**src/rtl/mc8051_int_ctrl.sv**
```systemverilog
// 8051-style interrupt controller: pending capture, two-level priority arbitration, nesting tracker.
// Latency: one cycle from a registered pending flag to int_req_n low, and one cycle from i_irq to o_pend.
// Backpressure: the request is held frozen until the core acks; new arbitration waits for ack release.
module mc8051_int_ctrl #(
  parameter int NUM_SRC = 5
) (
  input  logic               clk,
  input  logic               reset_n,
  input  logic [NUM_SRC-1:0] i_irq,
  input  logic [NUM_SRC-1:0] i_edge_mode,
  input  logic               i_ea,
  input  logic [NUM_SRC-1:0] i_ie,
  input  logic [NUM_SRC-1:0] i_ip,
  output logic               int_req_n,
  output logic [7:0]         int_so_num,
  input  logic               int_ack_n,
  input  logic               int_reti,
  output logic [NUM_SRC-1:0] o_pend,
  output logic [1:0]         o_in_service
);

  localparam logic [1:0] ST_IDLE     = 2'd0;
  localparam logic [1:0] ST_REQ      = 2'd1;
  localparam logic [1:0] ST_ACK_WAIT = 2'd2;

  logic [1:0]         state_q, state_d;
  logic [NUM_SRC-1:0] irq_prev_q;
  logic [NUM_SRC-1:0] pend_q, pend_d;
  logic               req_n_q, req_n_d;
  logic [2:0]         so_q, so_d;
  logic               lvl_q, lvl_d;     // 1 = latched request is high priority
  logic [1:0]         svc_q, svc_d;

  logic [NUM_SRC-1:0] elig;
  logic               hi_vld, lo_vld, cand_vld, cand_hi;
  logic [2:0]         hi_idx, lo_idx, cand_idx;
  logic               accept;

  assign accept = (state_q == ST_REQ) && !int_ack_n;

  // Arbitration: lowest index within each level; a candidate must outrank the in-service level
  always_comb begin
    elig     = pend_q & i_ie & {NUM_SRC{i_ea}};
    hi_vld   = 1'b0;
    lo_vld   = 1'b0;
    hi_idx   = 3'd0;
    lo_idx   = 3'd0;
    for (int i = NUM_SRC - 1; i >= 0; i--) begin
      if (elig[i] && i_ip[i]) begin
        hi_vld = 1'b1;
        hi_idx = 3'(i);
      end
      if (elig[i] && !i_ip[i]) begin
        lo_vld = 1'b1;
        lo_idx = 3'(i);
      end
    end
    cand_vld = 1'b0;
    cand_hi  = 1'b1;
    cand_idx = hi_idx;
    if (hi_vld && !svc_q[1]) begin
      cand_vld = 1'b1;
      cand_hi  = 1'b1;
      cand_idx = hi_idx;
    end else if (lo_vld && (svc_q == 2'b00)) begin
      cand_vld = 1'b1;
      cand_hi  = 1'b0;
      cand_idx = lo_idx;
    end
  end

  // Handshake FSM: latch winner in IDLE, freeze it in REQ, wait for ack release in ACK_WAIT
  always_comb begin
    state_d = state_q;
    req_n_d = req_n_q;
    so_d    = so_q;
    lvl_d   = lvl_q;
    case (state_q)
      ST_IDLE: begin
        if (cand_vld) begin
          state_d = ST_REQ;
          req_n_d = 1'b0;
          so_d    = cand_idx;
          lvl_d   = cand_hi;
        end
      end
      ST_REQ: begin
        // An ack in the same cycle as EA dropping still counts as accepted
        if (!int_ack_n) begin
          state_d = ST_ACK_WAIT;
          req_n_d = 1'b1;
        end else if (!i_ea) begin
          state_d = ST_IDLE;
          req_n_d = 1'b1;
        end
      end
      ST_ACK_WAIT: begin
        if (int_ack_n) state_d = ST_IDLE;
      end
      default: begin
        state_d = ST_IDLE;
        req_n_d = 1'b1;
      end
    endcase
  end

  // Pending flags: edge sources latch rising edges (a new edge beats the accept clear), level sources follow i_irq
  always_comb begin
    pend_d = pend_q;
    for (int i = 0; i < NUM_SRC; i++) begin
      if (i_edge_mode[i]) begin
        pend_d[i] = (i_irq[i] && !irq_prev_q[i]) ||
                    (pend_q[i] && !(accept && (so_q == 3'(i))));
      end else begin
        pend_d[i] = i_irq[i];
      end
    end
  end

  // In-service tracking: RETI pops the highest level first, then an accept pushes its level
  always_comb begin
    svc_d = svc_q;
    if (int_reti) begin
      if (svc_d[1]) svc_d[1] = 1'b0;
      else          svc_d[0] = 1'b0;
    end
    if (accept) begin
      if (lvl_q) svc_d[1] = 1'b1;
      else       svc_d[0] = 1'b1;
    end
  end

  // State registers
  always_ff @(posedge clk or negedge reset_n) begin
    if (!reset_n) begin
      state_q    <= ST_IDLE;
      irq_prev_q <= '0;
      pend_q     <= '0;
      req_n_q    <= 1'b1;
      so_q       <= 3'd0;
      lvl_q      <= 1'b0;
      svc_q      <= 2'b00;
    end else begin
      state_q    <= state_d;
      irq_prev_q <= i_irq;
      pend_q     <= pend_d;
      req_n_q    <= req_n_d;
      so_q       <= so_d;
      lvl_q      <= lvl_d;
      svc_q      <= svc_d;
    end
  end

  assign int_req_n    = req_n_q;
  assign int_so_num   = {5'd0, so_q};
  assign o_pend       = pend_q;
  assign o_in_service = svc_q;

endmodule

```
**config.mk**
```make
export PLATFORM = sky130hd
export DESIGN_NAME = mc8051_int_ctrl
export DESIGN_NICKNAME = d
export VERILOG_FILES = /design/src/rtl/mc8051_int_ctrl.sv
export SDC_FILE = /design/constraint.sdc
export NUM_CORES = 1
export LEC_CHECK = 0
export BUFFER_PORTS_ARGS = -buffer_cell sky130_fd_sc_hd__clkbuf_2
export CAP_MARGIN = 30
export CORE_UTILIZATION = 35
export CTS_BUF_LIST = sky130_fd_sc_hd__clkbuf_8
export CTS_CLUSTER_SIZE = 24
export DETAILED_ROUTE_END_ITERATION = 8
export GPL_TIMING_DRIVEN = 0
export PLACE_DENSITY = 0.57
export REMOVE_ABC_BUFFERS = 1
export SLEW_MARGIN = 20
export SYNTH_ARGS = -nofsm -noshare
export SYNTH_HDL_FRONTEND = slang
export SYNTH_SLANG_ARGS = --single-unit
```
**constraint.sdc**
```tcl
create_clock -name clk -period 1.96 [get_ports clk]
set_input_delay 0.294 -clock clk [delete_from_list [all_inputs] [get_ports clk]]
set_output_delay 0.294 -clock clk [all_outputs]
set_load 0.05 [all_outputs]
```
==> results by group, run 1 <==
Synthesis
  • Post-Syn Area: around 1000 sq um
  • Most numerous cell in the Yosys netlist: dfrtp_1
  • Leading area contributor after synthesis: dfrtp_1
  • Asr flop ratio synth: 100%
  • Most used DFF post-synth: dfrtp_1
  • Synthesis-stage register bit count: 19
  • Sequential element share of the synthesized area: 47.6%
  • Synthesis warning total: 0
  • Top cells by area, synth: dfrtp_1 (45%), a32o_1 (5.0%), nand4b_1 (4.4%)
  • Post-synth EDFFs: 0
  • Netlist cell types: 37
  • Mapped Cells: 90
  • Post-synth top cells: dfrtp_1 (18), nand2_1 (10)
  • Syn_area_per_cell: about 11 sq um
  • Share of the synthesized area in the top cell type: between 40% and 50%

Floorplanning
  • DIE WIDTH: 55.5 microns
  • Core footprint: ~2700 sq um
  • Starting Density: 36.6%
  • Row count: 19
  • DIE AREA: 3080 sq um
  • IO Count: 41
  • Die height: 55.5 microns

Detailed routing
  • Drt total wl: 2110 microns
  • Antenna Nets Post-Route: 0
  • Detailed Route Iter0 Violations: 14
  • Drt via density: 5.33
  • Via count: 852
  • DRT Pass-1 Iters: 4
  • DRC: 0
  • WL per Instance: 13.2 microns

Clock network
  • H-Tree Level Count: 1
  • Sink Count: 19
  • CTS tree: yes
  • Hold Buf Count CTS: 0
  • Clock insertion delay at the later pin of the skew report: 250 ps
  • Root Driver: clkbuf_8
  • Clock transition at the registers of the reported paths: 70 ps
  • CTS Buffer Depth: 2
  • Total CTS buffers: 3

Setup path
  • R2r startpoint: o_pend[1]
  • Critical path's slowest cell: a2111oi_4
  • WP data required: 2090 ps
  • Setup crit start kind: register
  • Worst-case reg-to-reg path depth: 4
  • WS Path Type: register to register
  • Worst-path cell chain: nand4_1 > and4_4 > a2111oi_4 > mux2_2
  • R2r setup slk: 140 ps
  • Worst EP arrival: 1960 ps
  • Reg-to-reg endpoint: so_q[1]
  • CP max FO: 5
  • CP endpoint kind: register
  • Crit path largest cell delay: 480 ps

Global route
  • First-pass GRT wire length: between 3000 and 4000 microns
  • Initial antenna violation count: 0
  • Largest net degree at the start of global routing: 20
  • All-Layer GR Usage: 14.5%
  • Vias in the first global route: 776
  • Grt total ovfl: 0

Timing
  • Final Hold Fails: 18
  • Max Fclk: about 0.55 GHz
  • RSZ-0062 raised after global routing: false
  • Clock skew: 2.32 ps
  • Fin crit share: between 90% and 100%
  • Final hold slack: -8.85 ps
  • Slew Limit Fails: 0
  • Min Tclk post-route: 1820 ps
  • Setup Viol. Count Final: 0
  • Setup tns final: 0 ps

Layout
  • Final net count: 155
  • Share of layout cells above drive strength 1: 41.1%
  • Reg area: about 480 sq um
  • Filler Cell Count: 270
  • P&R area growth vs syn: 24.8%
  • Layout Utilization: between 40% and 50%
  • Multi-input combinational cell area: 483 sq um
  • # diodes: 0
  • Fin area: 1250 sq um

Power and ir drop
  • Cell Pwr Density: 1220 nW/um^2
  • Worst VDD drop: slightly below 0.6 mV
  • Pleak: 0.589 nW

Placed design
  • Post-DP HPWL: 1640 microns
  • Port Buf Inserts: 35
  • Gp weighted congestion: 0.734
  • Placed instance area: around 1200 sq um

Flow run
  • Maxcap violations: 0

Run status
  • Status: complete, but fails checks
  • Failing checks: negative hold slack

Hold path
  • Worst Hold Class: input pin to asynchronous set/reset pin
[metal layers]
metal,routed length (microns),up-vias,part of all wire [%],GRT usage [%]
li1,-,410,-,-
met1,984,418,47,19.0
met2,1010,22,48,23.1
met3,95,2,4.5,2.81
met4,20,0,0.95,6.43
met5,0,-,0,0
[registers in the layout, summed over array words and instances (netlist names)]
signal,cells
int_req_n,1
irq_prev_q,5
lvl_q,1
o_in_service,2
o_pend,5
so_q,3
state_q,2
[critical path, delay by kind of cell, from the launching register on]
kind	cells	cell delay (ps)
compound gates	1	480
flops	1	410
mux	1	380
simple gates	2	440
[placed cells by master, fill, tap and decap left out, drive strengths merged, types with 2 or more instances in the layout]
cell,instances
mux2,2
inv,5
o21bai,2
nor2,4
o21ai,2
nand2,11
conb,5
and3,2
nand4b,5
clkbuf,38
nand2b,2
a32o,5
nand4,6
dfrtp,18
buf,2
a21oi,2
[layout make-up]
class	count	share of cell area, %
flip-flops and latches	19	38.2
clock inverters	1	0.301
clock buffers	3	3.31
inverters	4	1.20
repair buffers	37	15.2
well taps	31	3.11
multi-input cells	65	38.7
[where the power goes]
part	switching (mW)	total, mW	internal (mW)	leakage, nW
combinational	0.407	0.640	0.233	0.332
clock	0.118	0.257	0.139	0.0269
sequential	0.126	0.621	0.495	0.230
total	0.651	1.52	0.867	0.589
[logic make-up (layout without fill, tap and decap cells)]
| family | Yosys count | after routing | synth area share (%) |
|---|---|---|---|
| AO/OA/AOI/OAI | 20 | 20 | 19.0 |
| XOR/XNOR | 1 | 1 | 0.875 |
| buffers and inverters | 10 | 45 | 6.37 |
| flip-flops | 19 | 19 | 47.6 |
| multiplexers | 3 | 3 | 3.25 |
| other | 1 | 5 | 0.375 |
| AND/OR/NAND/NOR | 36 | 36 | 22.5 |
[worst max path at each step]
stage	start	slack, ps	end	depth (start not counted)
after global placement	i_ea	-40	so_q[1]	6
final	o_pend[1]	140	so_q[1]	4
after CTS	state_q[0]	30	o_pend[4]	4
after detailed placement	i_ea	-60	so_q[0]	6
after global routing	o_pend[1]	30	so_q[1]	4
after floorplan	o_pend[1]	-120	so_q[0]	5
[timing repair]
item                                    in CTS  in global routing
gates resized for setup                      0                  3
endpoints found under the setup margin       0                  3
buffers inserted                             0                  2
[per-stage QoR]
step	power, mW	setup slack (ps)	cells
floorplan	1.08	-124	88
CTS	1.51	30.2	158
global placement	1.24	-42.5	154
detailed placement	1.25	-62.4	154
finish	1.52	135	160
global route	1.62	34.7	160
Power figures use the tool's default switching activity.
==> inputs of run 2 (changes only) <==
--- a/config.mk
+++ b/config.mk
@@ -11,8 +11,9 @@
 export CTS_BUF_LIST = sky130_fd_sc_hd__clkbuf_8
 export CTS_CLUSTER_SIZE = 24
 export DETAILED_ROUTE_END_ITERATION = 8
+export GPL_ROUTABILITY_DRIVEN = 0
 export GPL_TIMING_DRIVEN = 0
-export PLACE_DENSITY = 0.57
+export PLACE_DENSITY = 0.6
 export REMOVE_ABC_BUFFERS = 1
 export SLEW_MARGIN = 20
 export SYNTH_ARGS = -nofsm -noshare
==> constraint.sdc (replaced) <==
create_clock -name clk -period 1.5 [get_ports clk]
set_input_delay 0.225 -clock clk [delete_from_list [all_inputs] [get_ports clk]]
set_output_delay 0.225 -clock clk [all_outputs]
set_load 0.05 [all_outputs]
==> results by group, run 2 (synthesis results as in run 1) <==
Floorplanning
  • DIE WIDTH: 55.5 microns (unchanged)
  • Starting Density: 36.6% (unchanged)
  • Die height: 55.5 microns (unchanged)
  • IO Count: 41 (unchanged)
  • Core footprint: 2730 sq um (unchanged)
  • DIE AREA: 3080 sq um (unchanged)
  • Row count: 19 (unchanged)

Layout
  • Post-route insts no fill: 182 (+14%)
  • # diodes: 0 (unchanged)
  • Filler Cell Count: 252 (-6.7%)
  • Most frequent cells in the layout: clkbuf_2 (35), buf_4 (23), dfrtp_1 (16)
  • Commonest non-fill, non-tap cell in the layout: clkbuf_2
  • Share of layout cells above drive strength 1: 51.0% (+9.9 points)
  • Final net count: 177 (+14%)
  • P&R area growth vs syn: 43.3%

Placed design
  • Port Buf Inserts: 35 (unchanged)
  • Post-DP HPWL: 1680 microns (+2.6%)
  • Placed Cells: 154 (unchanged)

Global route
  • M1 GR Usage: 17.9% (-1.2 points)
  • Vias in the first global route: 926 (+19%)
  • GR peak layer: met2
  • All-Layer GR Usage: 16.1% (+1.6 points)
  • M2 GR Usage: 29.4% (+6.4 points)
  • Met3 Use GR: 3.04% (+0.23 points)
  • Grt total ovfl: 0 (unchanged)
  • Largest net degree at the start of global routing: 20 (unchanged)
  • Initial antenna violation count: 0 (unchanged)
  • First-pass GRT wire length: 3890 microns (+10%)

Timing
  • Slew Limit Fails: 0 (unchanged)
  • Setup Viol. Count Final: 7 (+7)
  • Max Fclk: 0.569 GHz (+3.9%)
  • Min Tclk post-route: 1760 ps (-68.1 ps)
  • Final setup margin: -257 ps (-392 ps)
  • Final Hold Fails: 0 (-18)
  • Clock skew: 6.88 ps (+4.56 ps)
  • Fin crit share: 117% (+24 points)
  • RSZ-0062 raised after global routing: true

Detailed routing
  • Drt via density: 5.22 (-2.0%)
  • Via count: 950 (+12%)
  • Antenna Nets Post-Route: 0 (unchanged)
  • Detailed Route Iter0 Violations: 21 (+7)
  • Drt total wl: 2510 microns (+19%)
  • WL per Instance: 13.8 microns (+4.5%)
  • DRC: 0 (unchanged)
  • DRT Pass-1 Iters: 4 (unchanged)

Clock network
  • Clock insertion delay at the later pin of the skew report: 260 ps (about the same)
  • Sink Count: 19 (unchanged)
  • CTS tree: yes
  • H-Tree Level Count: 1 (unchanged)
  • Root Driver: clkbuf_8
  • Clock transition at the registers of the reported paths: 70 ps (about the same)
  • CTS Buffer Depth: 2 (unchanged)
  • Total CTS buffers: 3 (unchanged)

Setup path
  • WP data required: 1650 ps (-440 ps)
  • R2r startpoint: o_pend[0]
  • Setup crit start kind: register
  • WS Path Type: register to register
  • CP endpoint kind: register
  • Reg-to-reg endpoint: so_q[0]
  • R2r setup slk: -260 ps (-390 ps)
  • CP max FO: 4 (-1)
  • Worst-case reg-to-reg path depth: 6 (+2)
  • Worst EP arrival: 1900 ps (-60 ps)

Run status
  • Status: complete, but fails checks
  • Failing checks: negative setup slack

Power and ir drop
  • Total power: 2.25 mW (+48%)
  • Worst VDD drop: 0.930 mV (+59%)
  • Cell Pwr Density: 1570 nW/um^2 (+29%)
  • Pleak: 0.695 nW (+18%)

Flow run
  • Maxcap violations: 0 (unchanged)

Hold path
  • Hold path depth: 1
  • Hold Path End: irq_prev_q[0]
  • Worst Hold Class: input pin to register
  • Min-delay src: i_irq[0]
run 2: metrics by stage:
step	utilization, %	TNS, ps	worst slack [ps]	hold WS [ps]	area (sq um)
final	52.4	-1170	-257	84.4	1430
after global routing	52.4	-1480	-295	77.8	1430
after CTS	49.6	-994	-190	83.2	1360
after detailed placement	43.2	-2920	-454	210	1180
after global placement	43.2	-2570	-415	199	1180
after floorplan	-	-2640	-584	-70.6	967
run 2: what timing repair did:
item                                   4_1_cts  5_1_grt
pin swaps                                   10        6
setup buffers                               13       10
endpoints found under the hold margin       18        0
gates resized for setup                      6        2
hold buffers                                 1        0
setup endpoints to repair                   11        9
run 2: how the worst max path moves through the flow:
stage	start	endpoint	slack, ps	cells past startpoint
floorplan	o_pend[1]	so_q[0]	-580	5
global placement	i_ea	so_q[0]	-410	6
detailed placement	i_ea	so_q[1]	-450	6
CTS	o_pend[3]	so_q[2]	-190	5
global route	o_pend[0]	so_q[0]	-300	6
finish	o_pend[0]	so_q[0]	-260	6
run 2: final cells by class:
cell class	count	area [sq um]	area share, %
multi-input combinational	65	497	34.6
sequential	19	479	33.4
timing repair buffer	59	358	25.0
clock buffer	3	41.3	2.88
tap	31	38.8	2.71
inverter	4	15.0	1.05
clock inverter	1	5.00	0.349
run 2: power breakdown:
group / switching [mW] / total, mW / internal, mW
combinational: 0.631 / 1.10 / 0.467
clock: 0.169 / 0.354 / 0.185
sequential: 0.149 / 0.801 / 0.652
run 2: critical path: stages (launching register included):
cell	delay, ps
dfrtp_1	400
nand4b_1	180
nand4_2	170
o2bb2ai_2	80
a2111oi_4	330
buf_4	190
mux2_4	300
run 2: per-layer routing:
| metal | vias to the layer above | part of all wire (%) |
|---|---|---|
| met3 | 8 | 3.2 |
| met5 | - | 0 |
| met4 | 0 | 2.6 |
| li1 | 458 | - |
| met2 | 23 | 55 |
| met1 | 461 | 40 |
